<file path="src/rtl/hc_queue_pkg.sv">
// Shared types and defaults for the hybrid-cache queues.
// Level width helper, default geometry and the sticky error-flag record.
package hc_queue_pkg;

    localparam int HC_DATABITS     = 8;
    localparam int HC_QUEUECNTBITS = 4;

    typedef struct packed {
        logic overflow;
        logic underflow;
    } hc_err_t;

    // One extra bit so that a completely full queue has its own level code.
    function automatic int level_bits(input int cntbits);
        return cntbits + 1;
    endfunction

endpackage

</file>
<file path="src/rtl/hc_queue_if.sv">
// Push/pop/status bundle of hc_queue; master is the producer/consumer side,
// slave is the queue itself.
interface hc_queue_if
    import hc_queue_pkg::*;
#(
    parameter int DATABITS     = HC_DATABITS,
    parameter int QUEUECNTBITS = HC_QUEUECNTBITS
);

    logic [DATABITS-1:0]                 queue_in;
    logic                                queue_push;
    logic                                queue_full;
    logic                                queue_warning;
    logic                                queue_pop;
    logic [DATABITS-1:0]                 queue_out;
    logic                                queue_not_empty;
    logic [level_bits(QUEUECNTBITS)-1:0] queue_level;
    logic                                queue_overflow;
    logic                                queue_underflow;
    logic                                queue_clr_err;

    modport master (
        output queue_in, queue_push, queue_pop, queue_clr_err,
        input  queue_full, queue_warning, queue_out, queue_not_empty,
        input  queue_level, queue_overflow, queue_underflow
    );

    modport slave (
        input  queue_in, queue_push, queue_pop, queue_clr_err,
        output queue_full, queue_warning, queue_out, queue_not_empty,
        output queue_level, queue_overflow, queue_underflow
    );

endinterface

</file>
<file path="src/rtl/hc_queue_ram.sv">
// Simple dual-port storage for hc_queue. Read is asynchronous by default and
// registered (with read enable) when HC_QUEUE_REGOUT_EN is defined.
module hc_queue_ram #(
    parameter int DATABITS = 8,
    parameter int ADDRBITS = 4
) (
    input  logic                clk,
    input  logic                wr_en,
    input  logic [ADDRBITS-1:0] wr_addr,
    input  logic [DATABITS-1:0] wr_data,
`ifdef HC_QUEUE_REGOUT_EN
    input  logic                rd_en,
`endif
    input  logic [ADDRBITS-1:0] rd_addr,
    output logic [DATABITS-1:0] rd_data
);

    logic [DATABITS-1:0] mem [0:(1<<ADDRBITS)-1];

    always_ff @(posedge clk) begin
        if (wr_en) mem[wr_addr] <= wr_data;
    end

`ifdef HC_QUEUE_REGOUT_EN
    always_ff @(posedge clk) begin
        if (rd_en) rd_data <= mem[rd_addr];
    end
`else
    assign rd_data = mem[rd_addr];
`endif

endmodule

</file>
<file path="src/rtl/hc_queue.sv">
// Guarded single-clock FIFO with level, warning threshold and sticky errors.
// HC_QUEUE_REGOUT_EN selects a registered head output instead of fall-through.
module hc_queue
    import hc_queue_pkg::*;
#(
    parameter int DATABITS       = HC_DATABITS,
    parameter int QUEUECNTBITS   = HC_QUEUECNTBITS,
    parameter int QUEUESIZE      = 2**QUEUECNTBITS,
    parameter int QUEUEWARNLEVEL = QUEUESIZE - 3
) (
    input  logic       clk,
    input  logic       reset_n,
    hc_queue_if.slave  q
);

    localparam int LVLW = level_bits(QUEUECNTBITS);

    logic [QUEUECNTBITS-1:0] inaddr;
    logic [QUEUECNTBITS-1:0] outaddr;
    logic [LVLW-1:0]         level;
    logic [LVLW-1:0]         level_next;
    hc_err_t                 err_q;
    hc_err_t                 err_d;
    logic                    full;
    logic                    not_empty;
    logic                    do_push;
    logic                    do_pop;
    logic                    adv_out;

    // Full/empty come from the level only; pointer equality is ambiguous.
    assign full     = (level == LVLW'(QUEUESIZE));
    assign do_pop   = q.queue_pop & not_empty;
    assign do_push  = q.queue_push & (~full | do_pop);

    assign q.queue_full      = full;
    assign q.queue_warning   = (level >= LVLW'(QUEUEWARNLEVEL));
    assign q.queue_not_empty = not_empty;
    assign q.queue_level     = level;
    assign q.queue_overflow  = err_q.overflow;
    assign q.queue_underflow = err_q.underflow;

    always_comb begin
        level_next = level + LVLW'(do_push) - LVLW'(do_pop);
        err_d      = err_q;
        if (q.queue_clr_err) err_d = '0;
        if (q.queue_push & full & ~do_pop) err_d.overflow  = 1'b1;
        if (q.queue_pop & ~not_empty)      err_d.underflow = 1'b1;
    end

    always_ff @(posedge clk or negedge reset_n) begin
        if (!reset_n) begin
            inaddr  <= '0;
            outaddr <= '0;
            level   <= '0;
            err_q   <= '0;
        end else begin
            if (do_push) inaddr  <= inaddr + 1'b1;
            if (adv_out) outaddr <= outaddr + 1'b1;
            level <= level_next;
            err_q <= err_d;
        end
    end

`ifdef HC_QUEUE_REGOUT_EN
    logic            out_vld_p1;
    logic [LVLW-1:0] mem_cnt;
    logic            load_p0;

    // The head lives in the output register; RAM holds the remaining entries.
    assign mem_cnt   = level - LVLW'(out_vld_p1);
    assign load_p0   = (mem_cnt != '0) & (~out_vld_p1 | do_pop);
    assign adv_out   = load_p0;
    assign not_empty = out_vld_p1;

    always_ff @(posedge clk or negedge reset_n) begin
        if (!reset_n)     out_vld_p1 <= 1'b0;
        else if (load_p0) out_vld_p1 <= 1'b1;
        else if (do_pop)  out_vld_p1 <= 1'b0;
    end
`else
    assign adv_out   = do_pop;
    assign not_empty = (level != '0);
`endif

    // Write is gated by reset so nothing lands in memory once reset_n falls.
    hc_queue_ram #(
        .DATABITS (DATABITS),
        .ADDRBITS (QUEUECNTBITS)
    ) u_ram (
        .clk     (clk),
        .wr_en   (do_push & reset_n),
        .wr_addr (inaddr),
        .wr_data (q.queue_in),
`ifdef HC_QUEUE_REGOUT_EN
        .rd_en   (load_p0),
`endif
        .rd_addr (outaddr),
        .rd_data (q.queue_out)
    );

endmodule

</file>
<file path="src/flat_wrapper.sv">
// flat-port wrapper written by rule: the top's interface ports become plain ports
module hc_queue_flat import hc_queue_pkg::*;
#(
    parameter int DATABITS       = HC_DATABITS,
    parameter int QUEUECNTBITS   = HC_QUEUECNTBITS,
    parameter int QUEUESIZE      = 2**QUEUECNTBITS,
    parameter int QUEUEWARNLEVEL = QUEUESIZE - 3
)
  (clk, reset_n, q_queue_in, q_queue_push, q_queue_pop, q_queue_clr_err, q_queue_full, q_queue_warning, q_queue_out, q_queue_not_empty, q_queue_level, q_queue_overflow, q_queue_underflow);
  hc_queue_if #(.DATABITS(DATABITS), .QUEUECNTBITS(QUEUECNTBITS)) q_i ();
  input  logic clk;
  input  logic reset_n;
  input wire logic [$bits(q_i.queue_in)-1:0] q_queue_in;
  input wire logic [$bits(q_i.queue_push)-1:0] q_queue_push;
  input wire logic [$bits(q_i.queue_pop)-1:0] q_queue_pop;
  input wire logic [$bits(q_i.queue_clr_err)-1:0] q_queue_clr_err;
  output wire logic [$bits(q_i.queue_full)-1:0] q_queue_full;
  output wire logic [$bits(q_i.queue_warning)-1:0] q_queue_warning;
  output wire logic [$bits(q_i.queue_out)-1:0] q_queue_out;
  output wire logic [$bits(q_i.queue_not_empty)-1:0] q_queue_not_empty;
  output wire logic [$bits(q_i.queue_level)-1:0] q_queue_level;
  output wire logic [$bits(q_i.queue_overflow)-1:0] q_queue_overflow;
  output wire logic [$bits(q_i.queue_underflow)-1:0] q_queue_underflow;
  assign q_i.queue_in = q_queue_in;
  assign q_i.queue_push = q_queue_push;
  assign q_i.queue_pop = q_queue_pop;
  assign q_i.queue_clr_err = q_queue_clr_err;
  assign q_queue_full = q_i.queue_full;
  assign q_queue_warning = q_i.queue_warning;
  assign q_queue_out = q_i.queue_out;
  assign q_queue_not_empty = q_i.queue_not_empty;
  assign q_queue_level = q_i.queue_level;
  assign q_queue_overflow = q_i.queue_overflow;
  assign q_queue_underflow = q_i.queue_underflow;
  hc_queue #(.DATABITS(DATABITS), .QUEUECNTBITS(QUEUECNTBITS), .QUEUESIZE(QUEUESIZE), .QUEUEWARNLEVEL(QUEUEWARNLEVEL)) u_core (.clk(clk), .reset_n(reset_n), .q(q_i));
endmodule
</file>
<file path="config.mk">
export PLATFORM = sky130hd
export DESIGN_NAME = hc_queue_flat
export DESIGN_NICKNAME = d
export VERILOG_FILES = /design/src/rtl/hc_queue_pkg.sv /design/src/rtl/hc_queue_if.sv /design/src/rtl/hc_queue_ram.sv /design/src/rtl/hc_queue.sv /design/src/flat_wrapper.sv
export SDC_FILE = /design/constraint.sdc
export NUM_CORES = 1
export LEC_CHECK = 0
export ABC_CLOCK_PERIOD_IN_PS = 3620
export BUFFER_PORTS_ARGS = -buffer_cell sky130_fd_sc_hd__buf_2
export CORE_MARGIN = 5
export CORE_UTILIZATION = 60
export DETAILED_ROUTE_END_ITERATION = 10
export MAX_ROUTING_LAYER = met4
export PLACE_DENSITY_LB_ADDON = 0.08
export SKIP_LAST_GASP = 1
export SYNTH_ARGS = -nofsm -noshare
export SYNTH_HDL_FRONTEND = slang
export SYNTH_SLANG_ARGS = --single-unit
</file>
<file path="constraint.sdc">
create_clock -name clk -period 3.62 [get_ports clk]
set_input_delay 0.543 -clock clk [delete_from_list [all_inputs] [get_ports clk]]
set_output_delay 0.543 -clock clk [all_outputs]
set_load 0.005 [all_outputs]
</file>
## After elaboration in Yosys (flattened, before gate mapping)

Memories as Yosys holds them, arrays and structs flattened.
Index checks and enable logic that the tools add are counted.

| word-level totals | value |
|---|---|
| register bits after elaboration | 15 |
| latch bits | 0 |
| memory bits (writable) | 128 |
| bits in read-only memories | 0 |
| word-level logic and storage cells | 30 |
| memories | 1 |

| operators by class | value |
|---|---|
| $add $sub $neg | 4 |
| multipliers | 0 |
| divide/modulo/power cells | 0 |
| order comparisons | 1 |
| eq/ne operators | 1 |
| shift operators | 0 |
| mux-type cells | 5 |
| bitwise gates (word level) | 10 |
| reductions and logical operators | 3 |

Memory list:

| name | depth | bits a word | rd ports | clocked after Yosys merged registers in | write ports | RTL line | source |
|---|---|---|---|---|---|---|---|
| u_core.u_ram.mem | 16 | 8 | 1 | 0 | 1 | hc_queue_ram.sv:18 | `logic [DATABITS-1:0] mem [0:(1<<ADDRBITS)-1];` |

Operator list:

| cell | count |
|---|---|
| adder 4 x 1 -> 4 bit, second input constant | 2 |
| bitwise AND 1 bit | 6 |
| adder 5 x 1 -> 5 bit | 1 |
| == test 5 bit, second input constant | 1 |
| greater-or-equal comparator 5 x 4 -> 1 bit, second input constant | 1 |
| nonzero test 5 bit | 1 |
| subtractor 5 x 1 -> 5 bit | 1 |
| 2-to-1 mux 1 bit | 4 |
| nonzero test 2 bit | 2 |
| inverter 1 bit | 3 |
| 2-to-1 mux 2 bit | 1 |
| bitwise OR 1 bit | 1 |

## Logic depth before layout (Yosys ltp)

Gate-level depths: netlist of the first run.

| depth | value |
|---|---|
| depth in word-level cells | 7 |
| mapped depth | 13 |
| depth with buffers taken out | 12 |

## By module

Synthesis of the first run repeated with hierarchy kept, for this count alone.

| second synthesis, totals | value |
|---|---|
| cell total of the unflattened synthesis | 291 |
| area, all modules | 5,819.3 um2 |

Modules (own cells, without submodules):

| module | times used | cells an instance | area each (um2) | sequential area each (um2) |
|---|---|---|---|---|
| hc_queue_ram | 1 | 221 | 4,987.3 | 3,843.7 |
| hc_queue | 1 | 70 | 832.0 | 375.4 |

## Worst setup path before layout of the first run

Ideal clock, no wire load.

| timing | value |
|---|---|
| kind | register to register |
| from | reg u_core.level[2], in the netlist u_core.q.queue_level[2] |
| to | reg u_core.level[4], in the netlist u_core.q.queue_level[4] |
| setup time | 0.080 ns |
| arrival time | 2.619 ns |
| required time | 3.540 ns |
| path slack | 0.921 ns |
| cell stages (with the launch flop) | 14 |
| buffers on the path | 1 |
| cells stage by stage | dfrtp_1 inv_1 ha_1 or4b_4 and2_4 buf_6 nand2_1 o21ai_0 ha_1 fa_1 a21oi_1 nor2_1 nor2_1 xnor2_1 |

| on the way | value |
|---|---|
| longest elaborated chain between the ends | 6 |
| elaborated cells on any way between the ends | 8 |

RTL lines:

| item | RTL line | source |
|---|---|---|
| start: declaration | hc_queue.sv:20 | `logic [LVLW-1:0] level;` |
| start signal: assignment | hc_queue.sv:59 | `level <= level_next;` |
| nonzero test 5 bit (*) | hc_queue.sv:82 | `assign not_empty = (level != '0);` |
| named net q_queue_not_empty | flat_wrapper.sv:20 | `output wire logic [$bits(q_i.queue_not_empty)-1:0] q_queue_not_empty;` |
| bitwise AND 1 bit (*) | hc_queue.sv:32 | `assign do_pop = q.queue_pop & not_empty;` |
| bitwise OR 1 bit | hc_queue.sv:33 | `assign do_push = q.queue_push & (~full \| do_pop);` |
| bitwise AND 1 bit | hc_queue.sv:33 |  |
| adder 5 x 1 -> 5 bit | hc_queue.sv:43 | `level_next = level + LVLW'(do_push) - LVLW'(do_pop);` |
| subtractor 5 x 1 -> 5 bit (*) | hc_queue.sv:43 |  |
| named net u_core.level_next[4] | hc_queue.sv:21 | `logic [LVLW-1:0] level_next;` |

The timed path passes the listed nets; every way through them passes the cells marked *.
A chain may end at the register's enable or synchronous reset.

## Worst setup path in the final report of the first run

| timing | value |
|---|---|
| from | reg u_core.outaddr[2] |
| to | out q_queue_out[3] |

| on the way | value |
|---|---|
| longest elaborated chain between the ends | 1 |

RTL lines:

| item | RTL line | source |
|---|---|---|
| start: declaration | hc_queue.sv:19 | `logic [QUEUECNTBITS-1:0] outaddr;` |
| start signal: assignment | hc_queue.sv:58 | `if (adv_out) outaddr <= outaddr + 1'b1;` |
| memory (16 x 8 bit) | - |  |
| end: declaration | flat_wrapper.sv:19 | `output wire logic [$bits(q_i.queue_out)-1:0] q_queue_out;` |

No other way between the ends.

==> results.cfg, run 1 <==
[grt]
grt_max_degree = 52
overflow = 0
grt_pass1_wl_mm = 17.9
antenna_found_initial = 0
grt_use_total = 0.222
grt_pass1_vias = 3149

[cts]
hold_buffers = 1
cts_buffer_depth = 2
cts_sinks = 143
postCtsSetupBuffers = 0
cts_root_buf = clkbuf_8
clkLatencyLatePin_ns = 0.52
ctsResizeCount = 0
h-tree-depth = 4
numCtsBuffers = 17
cts_tree = done
clk_pin_slew_worst_paths_ns = 0.06

[drt]
wl_per_cell_microns = 21.9
highest_layer = met4
first_pass_iters = 5
vias_per_cell = 5.85
drt_iter0_markers = 209
route.met2.wl_mm = 5.73
drtAntennaViolNets = 0
drcViolationCount = 0
wl_met1_mm = 5.04
vias = 3100
wl_met3_microns = 666
drt-total-wl_mm = 11.6

[min_path]
hold_end = u_core.q.queue_overflow
min_path_cells = 2
hold_path_class = input pin to register
hp-start = q_queue_clr_err

[sta]
tns_ns = 0
finClkSkew_ns = 0.00983
finalSetupViolations = 0
period_share = 0.849
rsz0062_at_grt = false
hold_violations = 0
min_period_ns = 3.07
worstMarginPinSlew_ns = 0.960
hold_ws_ns = 0.220
relSlewSlack = 0.358
fmax_mhz = 325
drv_slew = 0

[placed_design]
hpwl_mm = 7.18
dpl-instance-area_sq_um = 6200
portBuffers = 30
dp_cells = 497
gp_congestion = 0.804

[synthesis]
synth-seq-area-share = 0.719
yosys_warnings = 0
synth_seq_cells = 143
synth_area_per_cell_sq_um = 17.3
synth_top_area_frac = 0.655
ys_top_cells_by_area = edfxtp_1 (65%), dfrtp_1 (6.4%), mux4_2 (6.1%)
synth_cells = 339
synth_cell_types = 35
synth_area_sq_um = 5870
yosys.area.top_type = edfxtp_1
synth_nets = 367

[cells_and_area]
layout.cells.non_filler = 530
fin_area_sq_um = 6790
nets = 412
antenna_cells = 0
drive_above_1_share = 0.234
syn_to_final_growth_pct = 15.6

[power_and_ir_drop]
ir_worst_vdd_mv = 0.444
power.leakage_nw = 2.46
power_density_nw_per_um2 = 793
finalPower_mw = 5.38

[floorplan]
core_sq_um = 9640
ios = 31
die_x_microns = 109
die-area_sq_um = 11900
initial_core_util = 0.609
core.rowCount = 36
die_y_microns = 109

[critical_path]
critPathKind = register to primary output
startpoint_type = register
required_ns = 3.08
worstPathMaxFanout = 17
critPathArrivalTime_ns = 2.53
worstRegToRegCells = 12
reg2reg_from = u_core.q.queue_level[2]
timing.rr.end = u_core.q.queue_level[4]
endpoint_kind = primary output
rrSetupSlack_ns = 0.79

[run_status]
status = completed

[job]
drv_cap = 0
[worst max-delay path, cell delays in order (launching register included)]
cell      delay (ns)
dfrtp_1         0.60
and2_1          0.71
a221oi_1        0.23
o21ai_0         0.25
nand2_1         0.09
buf_2           0.13
[state kept, by name (all words and copies together), names as in the netlist]
register                  count
u_core.q.queue_overflow       1
u_core.u_ram.mem            128
u_core.outaddr                4
u_core.q.queue_underflow      1
u_core.inaddr                 4
u_core.q.queue_level          5
[cell type report]
class	count	area, sq um
repair buffers	44	270
inverters	14	52.6
clock buffers	19	422
fillers	655	2850
clock inverters	13	154
flip-flops and latches	143	4220
well taps	133	166
multi-input cells	164	1500
[cells by family (layout without fill, tap and decap cells)]
kind of cell	after synthesis	in the layout	share of synthesized area
compound gates	43	43	0.0522
xor+xnor	9	9	0.0134
fa+ha+maj	15	15	0.0332
buf+inv	32	90	0.0256
flops	143	143	0.719
mux	49	49	0.118
simple gates	48	48	0.0386
[power breakdown]
part | internal (mW) | switching, mW | leakage [nW] | total, mW
Clock | 0.993 | 0.677 | 0.268 | 1.67
Sequential | 1.96 | 0.152 | 1.33 | 2.11
Combinational | 0.728 | 0.874 | 0.864 | 1.60
[worst max-delay path by stage]
| stage | startpoint | endpoint | slack (ns) |
|---|---|---|---|
| final | u_core.outaddr[2] | q_queue_out[3] | 0.55 |
| after global routing | u_core.outaddr[2] | q_queue_out[3] | 0.46 |
| after global placement | u_core.q.queue_level[2] | u_core.q.queue_level[4] | 0.94 |
| after CTS | u_core.outaddr[2] | q_queue_out[3] | 0.50 |
| after floorplan | u_core.q.queue_level[2] | u_core.q.queue_level[4] | 0.92 |
| after detailed placement | u_core.q.queue_level[2] | u_core.q.queue_level[4] | 0.77 |
[through the flow]
stage | utilization | setup WS [ns]
5_1_grt | 0.704 | 0.462
2_1_floorplan | - | 0.921
6_report | 0.704 | 0.548
3_3_place_gp | 0.643 | 0.937
3_5_place_dp | 0.643 | 0.769
4_1_cts | 0.704 | 0.503
[cells in the final DEF, fill, tap and decap left out, types with 4 or more instances in the layout]
cell type     n
xnor2_1       6
dfrtp_1      14
nor3_1        4
clkbuf_16    16
nor2_1       14
mux2i_1      32
ha_1         14
a22oi_1       8
o21ai_0      11
buf_2        30
mux4_2       16
inv_1        14
nand3_1       5
clkinvlp_4    4
a221oi_1     16
nand2_1      17
buf_4        12
edfxtp_1    128
[layer usage]
layer,GRT usage,vias to the layer above
li1,-,1420
met5,-,-
met2,0.340,110
met4,0.0739,0
met1,0.300,1556
met3,0.0480,14
[cell usage after synthesis]
cell type / number
inv_1: 14
nand2b_1: 1
a21oi_1: 3
nand3_1: 5
nand4bb_1: 1
a22oi_1: 8
buf_6: 2
dfrtp_1: 15
nor3_1: 4
clkbuf_1: 5
and2_4: 1
buf_1: 1
mux2_4: 1
o21a_1: 1
edfxtp_1: 128
nor2b_1: 2
a31oi_1: 1
mux4_2: 16
nand2_1: 17
ha_1: 14
or4b_4: 1
nor2_1: 14
xnor2_1: 6
fa_1: 1
a21o_1: 1
and2_1: 1
o21ai_0: 11
nand4_1: 1
o22ai_1: 1
buf_4: 1
a221oi_1: 16
mux2i_1: 32
o32ai_1: 1
xor2_1: 3
buf_2: 9
No activity file was read; power rests on OpenSTA's default activity.
==> run 2: changes to the inputs <==
--- a/config.mk
+++ b/config.mk
@@ -5,7 +5,7 @@
 export SDC_FILE = /design/constraint.sdc
 export NUM_CORES = 1
 export LEC_CHECK = 0
-export ABC_CLOCK_PERIOD_IN_PS = 3620
+export ABC_CLOCK_PERIOD_IN_PS = 2850
 export BUFFER_PORTS_ARGS = -buffer_cell sky130_fd_sc_hd__buf_2
 export CORE_MARGIN = 5
 export CORE_UTILIZATION = 60
==> constraint.sdc (replaced) <==
create_clock -name clk -period 2.85 [get_ports clk]
set_input_delay 0.4275 -clock clk [delete_from_list [all_inputs] [get_ports clk]]
set_output_delay 0.4275 -clock clk [all_outputs]
set_load 0.005 [all_outputs]
==> run 2 against run 1 <==
Against the previous run: combinational power grew 36%; count of clock-buffer cells in the layout did not move; register-to-register slack worse by 0.62 ns; highest routed layer unchanged; first-iteration DRC count up 9.6%; sequential cell count unchanged; sequential share of layout area fell by 1.2 points; non-clock buffer count is 14 higher.
==> results.cfg, run 2 (synthesized netlist as in run 1, its figures left out) <==
[placed_design]
portBuffers = 30
gp_congestion = 0.817
dp_cells = 511
hpwl_mm = 7.33

[cts]
numCtsBuffers = 17
cts_buffer_depth = 2
cts_sinks = 143
clk_pin_slew_worst_paths_ns = 0.06
cts_tree = done
cts_root_buf = clkbuf_8
clkLatencyLatePin_ns = 0.51
h-tree-depth = 4

[floorplan]
ios = 31
initial_core_util = 0.609
die-area_sq_um = 11900
core.rowCount = 36
core_sq_um = 9640
die_x_microns = 109
die_y_microns = 109

[critical_path]
startpoint_type = register
crit_end = q_queue_out[0]
critPathArrivalTime_ns = 2.28
worstRegToRegCells = 12
reg2reg_from = u_core.q.queue_level[3]
critPathKind = register to primary output
endpoint_kind = primary output
required_ns = 2.42
worstPathMaxFanout = 16
rrSetupSlack_ns = 0.17
timing.rr.end = u_core.q.queue_level[4]
startpoint = u_core.outaddr[2]

[sta]
min_period_ns = 2.70
finClkSkew_ns = 0.00871
hold_violations = 0
relSlewSlack = 0.686
drv_slew = 0
rsz0062_at_grt = true
period_share = 0.949
fmax_mhz = 370
finalSetupViolations = 0
worstMarginPinSlew_ns = 0.471

[grt]
overflow = 0
antenna_found_initial = 0
grt_pass1_vias = 3282
grt_use_total = 0.225
grt_pass1_wl_mm = 18.6
grt_max_degree = 28

[power_and_ir_drop]
netSwitchingFraction = 0.317
intPower_mw = 4.75
power.leakage_nw = 2.56
power_switching_mw = 2.20
combPwrFrac = 0.313
ir_worst_vdd_mv = 0.643
finalPower_mw = 6.95
power_density_nw_per_um2 = 1000
clkPwrFrac = 0.306
power_frac_seq = 0.381

[run_status]
status = completed

[drt]
vias = 3169
first_pass_iters = 4
drt-total-wl_mm = 11.7
vias_per_cell = 5.83
drt_iter0_markers = 229
drcViolationCount = 0
drtAntennaViolNets = 0
wl_per_cell_microns = 21.6

[cells_and_area]
largest_reg_flops = 128
layout.cells.non_filler = 544
largest_register = u_core.u_ram.mem
antenna_cells = 0
nets = 426
syn_to_final_growth_pct = 17.8
drive_above_1_share = 0.265
final_common_cell = edfxtp_1
final_cell_mix = edfxtp_1 (128), mux2i_1 (32), buf_2 (30), buf_4 (25)

[job]
drv_cap = 0

[min_path]
hold_path_class = input pin to register
[run 2: cell count changes in the layout (fill, tap and decap cells not counted), sizes merged]
cell,delta
inv,+2
clkinv,+1
buf,+14
clkinvlp,-3
[run 2: worst min path at each step]
stage / from / endpoint / slack [ns] / cells after the start
after global placement: reset_n / u_core.q.queue_level[0] / 0.44 / 2
after floorplan: reset_n / u_core.inaddr[0] / 0.13 / 0
after global routing: q_queue_clr_err / u_core.q.queue_underflow / 0.11 / 2
final: q_queue_clr_err / u_core.q.queue_overflow / 0.11 / 2
after CTS: q_queue_clr_err / u_core.q.queue_overflow / 0.09 / 2
after detailed placement: reset_n / u_core.q.queue_level[3] / 0.44 / 2
[run 2: worst max-delay path, stage by stage (launching register included)]
cell,delay (ns)
dfrtp_1,0.55
and2_1,0.24
buf_4,0.21
a221oi_1,0.40
o21ai_0,0.12
nand2_1,0.11
buf_2,0.11
[run 2: power groups by stage]
stage	Clock, mW	Combinational, mW	Sequential (mW)
after global placement	0	2.12	2.67
after global routing	2.26	2.39	2.67
after detailed placement	0	2.15	2.69
final	2.13	2.17	2.65
after CTS	2.15	2.19	2.65
after floorplan	0	1.50	2.62
[run 2: what timing repair did]
| action | 4_1_cts | 5_1_grt |
|---|---|---|
| setup endpoints to repair | 0 | 3 |
| hold buffers | 1 | 0 |
| resized for setup | 0 | 3 |
| buffers inserted | 0 | 0 |
| hold endpoints to repair | 15 | 0 |
[run 2: layer usage]
| metal | vias up | routed length [microns] | part of all wire | global-route usage |
|---|---|---|---|---|
| li1 | 1441 | - | - | - |
| met1 | 1619 | 5040 | 0.43 | 0.302 |
| met2 | 99 | 5920 | 0.50 | 0.349 |
| met3 | 10 | 665 | 0.057 | 0.0491 |
| met4 | 0 | 111 | 0.0095 | 0.0712 |
| met5 | - | 0 | 0 | - |
[run 2: cell type report]
cell class	instances	area, sq um
clock buffer	19	422
clock inverter	13	153
fill	653	2720
inverter	14	52.6
multi-input combinational	164	1520
sequential	143	4220
tap	133	166
timing repair buffer	58	388
[run 2: per-stage QoR]
stage	setup TNS, ns	setup WS, ns	hold WS [ns]	utilization	cell area (sq um)
global route	-0.0200	-0.0200	0.115	0.718	6920
finish	0	0.146	0.107	0.718	6920
detailed placement	0	0.123	0.442	0.656	6320
floorplan	0	0.151	0.132	-	5870
global placement	0	0.211	0.436	0.656	6320
CTS	0	0.0803	0.0905	0.716	6900
==> run 3: changes to the inputs <==
==> constraint.sdc (replaced) <==
create_clock -name clk -period 2.85 [get_ports clk]
set_input_delay 0.4275 -clock clk [delete_from_list [all_inputs] [get_ports clk]]
set_output_delay 0.4275 -clock clk [all_outputs]
set_load 0.1 [all_outputs]
==> run 3 against run 2 <==
Against the previous run: global-route usage down 0.67 points; largest cell class unchanged; die area unchanged; final area up 2.4%; first-iteration DRC count up 3.1%; setup slack worse by 0.059 ns; count of clock-buffer cells in the layout up 3; cell count down 0.74%; sequential share of layout area down 1.3 points; critical path depth down 1; non-clock buffer count down 4.
==> results.cfg, run 3 (synthesized netlist as in run 1, its figures left out) <==
[cts]
postCtsSetupBuffers = 0
cts_root_buf = clkbuf_8
cts_buffer_depth = 2
numCtsBuffers = 17
cts_sinks = 143
cts_tree = done
h-tree-depth = 4
clk_pin_slew_worst_paths_ns = 0.06
clkLatencyLatePin_ns = 0.52

[placed_design]
hpwl_mm = 7.25
gp_congestion = 0.799
dpl-instance-area_sq_um = 6370
portBuffers = 30

[critical_path]
timing.rr.end = u_core.q.queue_level[4]
critPathMaxStageDelay_ns = 0.57
startpoint_type = register
reg2reg_from = u_core.q.queue_level[2]
cp_cell_sequence = buf_6, mux4_2, a22oi_1, nand2_1, buf_12
critPathKind = register to primary output
worstPathMaxFanout = 19
endpoint_kind = primary output
required_ns = 2.42
cp_top_family = multiplexers
path_buf_inv = 2
critPathArrivalTime_ns = 2.33
worstRegToRegCells = 12
worst_path_max_delay_cell = mux4_2
rrSetupSlack_ns = 0.29

[grt]
grt_max_degree = 33
antenna_found_initial = 0
grt_use_total = 0.218
grt_pass1_vias = 3233
grt_pass1_wl_mm = 17.9
overflow = 0

[sta]
relSlewSlack = 0.676
hold_violations = 0
worstMarginPinSlew_ns = 0.489
finClkSkew_ns = 0.0114
min_period_ns = 2.76
period_share = 0.969
finalSetupViolations = 0
rsz0062_at_grt = true
drv_slew = 0
fmax_mhz = 362

[floorplan]
core_sq_um = 9640
die_x_microns = 109
initial_core_util = 0.609
core.rowCount = 36
die-area_sq_um = 11900
die_y_microns = 109
ios = 31

[drt]
vias_per_cell = 5.68
wl_per_cell_microns = 20.8
first_pass_iters = 4
drt-total-wl_mm = 11.2
drt_iter0_markers = 236
drcViolationCount = 0
drtAntennaViolNets = 0
vias = 3069

[cells_and_area]
largest_register = u_core.u_ram.mem
largest_reg_flops = 128
fin_area_sq_um = 7080
syn_to_final_growth_pct = 20.6
drive_above_1_share = 0.295
final_cell_mix = edfxtp_1 (128), mux2i_1 (32), buf_4 (25), buf_2 (22)
final_common_cell = edfxtp_1
antenna_cells = 0
nets = 422

[min_path]
min_path_cells = 2
hp-start = q_queue_clr_err
hold_path_class = input pin to register
hold_end = u_core.q.queue_overflow

[job]
drv_cap = 0

[run_status]
status = completed
run 3: cell types whose count changed in the layout (fill, tap and decap cells not counted), moves of 3 or more:
cell	delta
buf_2	-8
dfrtp_1	-5
inv_6	-5
bufinv_16	+4
a221oi_1	-3
a221oi_2	+3
dfrtp_2	+3
run 3: cell type report:
class	instances	area (sq um)
Clock buffer	22	443
Clock inverter	10	210
Fill cell	626	2550
Inverter	14	55.1
Multi-Input combinational cell	164	1570
Sequential cell	143	4230
Tap cell	133	166
Timing Repair Buffer	54	410
run 3: worst max path at each step:
stage / startpoint / endpoint / slack (ns) / cells after the start
final: u_core.outaddr[0] / q_queue_out[3] / 0.09 / 5
after global routing: u_core.outaddr[0] / q_queue_out[3] / -0.03 / 5
after CTS: u_core.outaddr[1] / q_queue_out[0] / 0.02 / 7
after detailed placement: u_core.q.queue_level[2] / u_core.q.queue_level[4] / 0.30 / 12
after global placement: u_core.q.queue_level[2] / u_core.q.queue_level[4] / 0.34 / 12
after floorplan: u_core.q.queue_level[2] / u_core.q.queue_level[4] / -0.13 / 13
run 3: routing by layer:
metal | track usage | wire length (microns) | vias up
met5 | - | 0 | -
met1 | 0.296 | 4850 | 1514
li1 | - | - | 1440
met2 | 0.322 | 5550 | 106
met4 | 0.0784 | 110 | 0
met3 | 0.0586 | 728 | 9
run 3: stage by stage:
stage          setup WS [ns]  std cells  hold slack [ns]  utilization  setup TNS (ns)
2_1_floorplan         -0.132        339            0.132            -          -0.135
3_3_place_gp           0.335        507            0.269        0.661               0
3_5_place_dp           0.298        507            0.274        0.661               0
4_1_cts               0.0199        540           0.0765        0.731               0
5_1_grt              -0.0283        540            0.109        0.735         -0.0459
6_report              0.0878        540            0.108        0.735               0
run 3: repair_timing:
action                                  CTS  global route
resized for setup                         6             7
hold endpoints to repair                 15             0
pin swaps                                 0             0
hold buffers                              1             0
endpoints found under the setup margin    6             8
cloned                                    0             0
Power of run 3 is not shown: default switching activity piles up to over one toggle a cycle in this logic, so the estimate is an artifact.
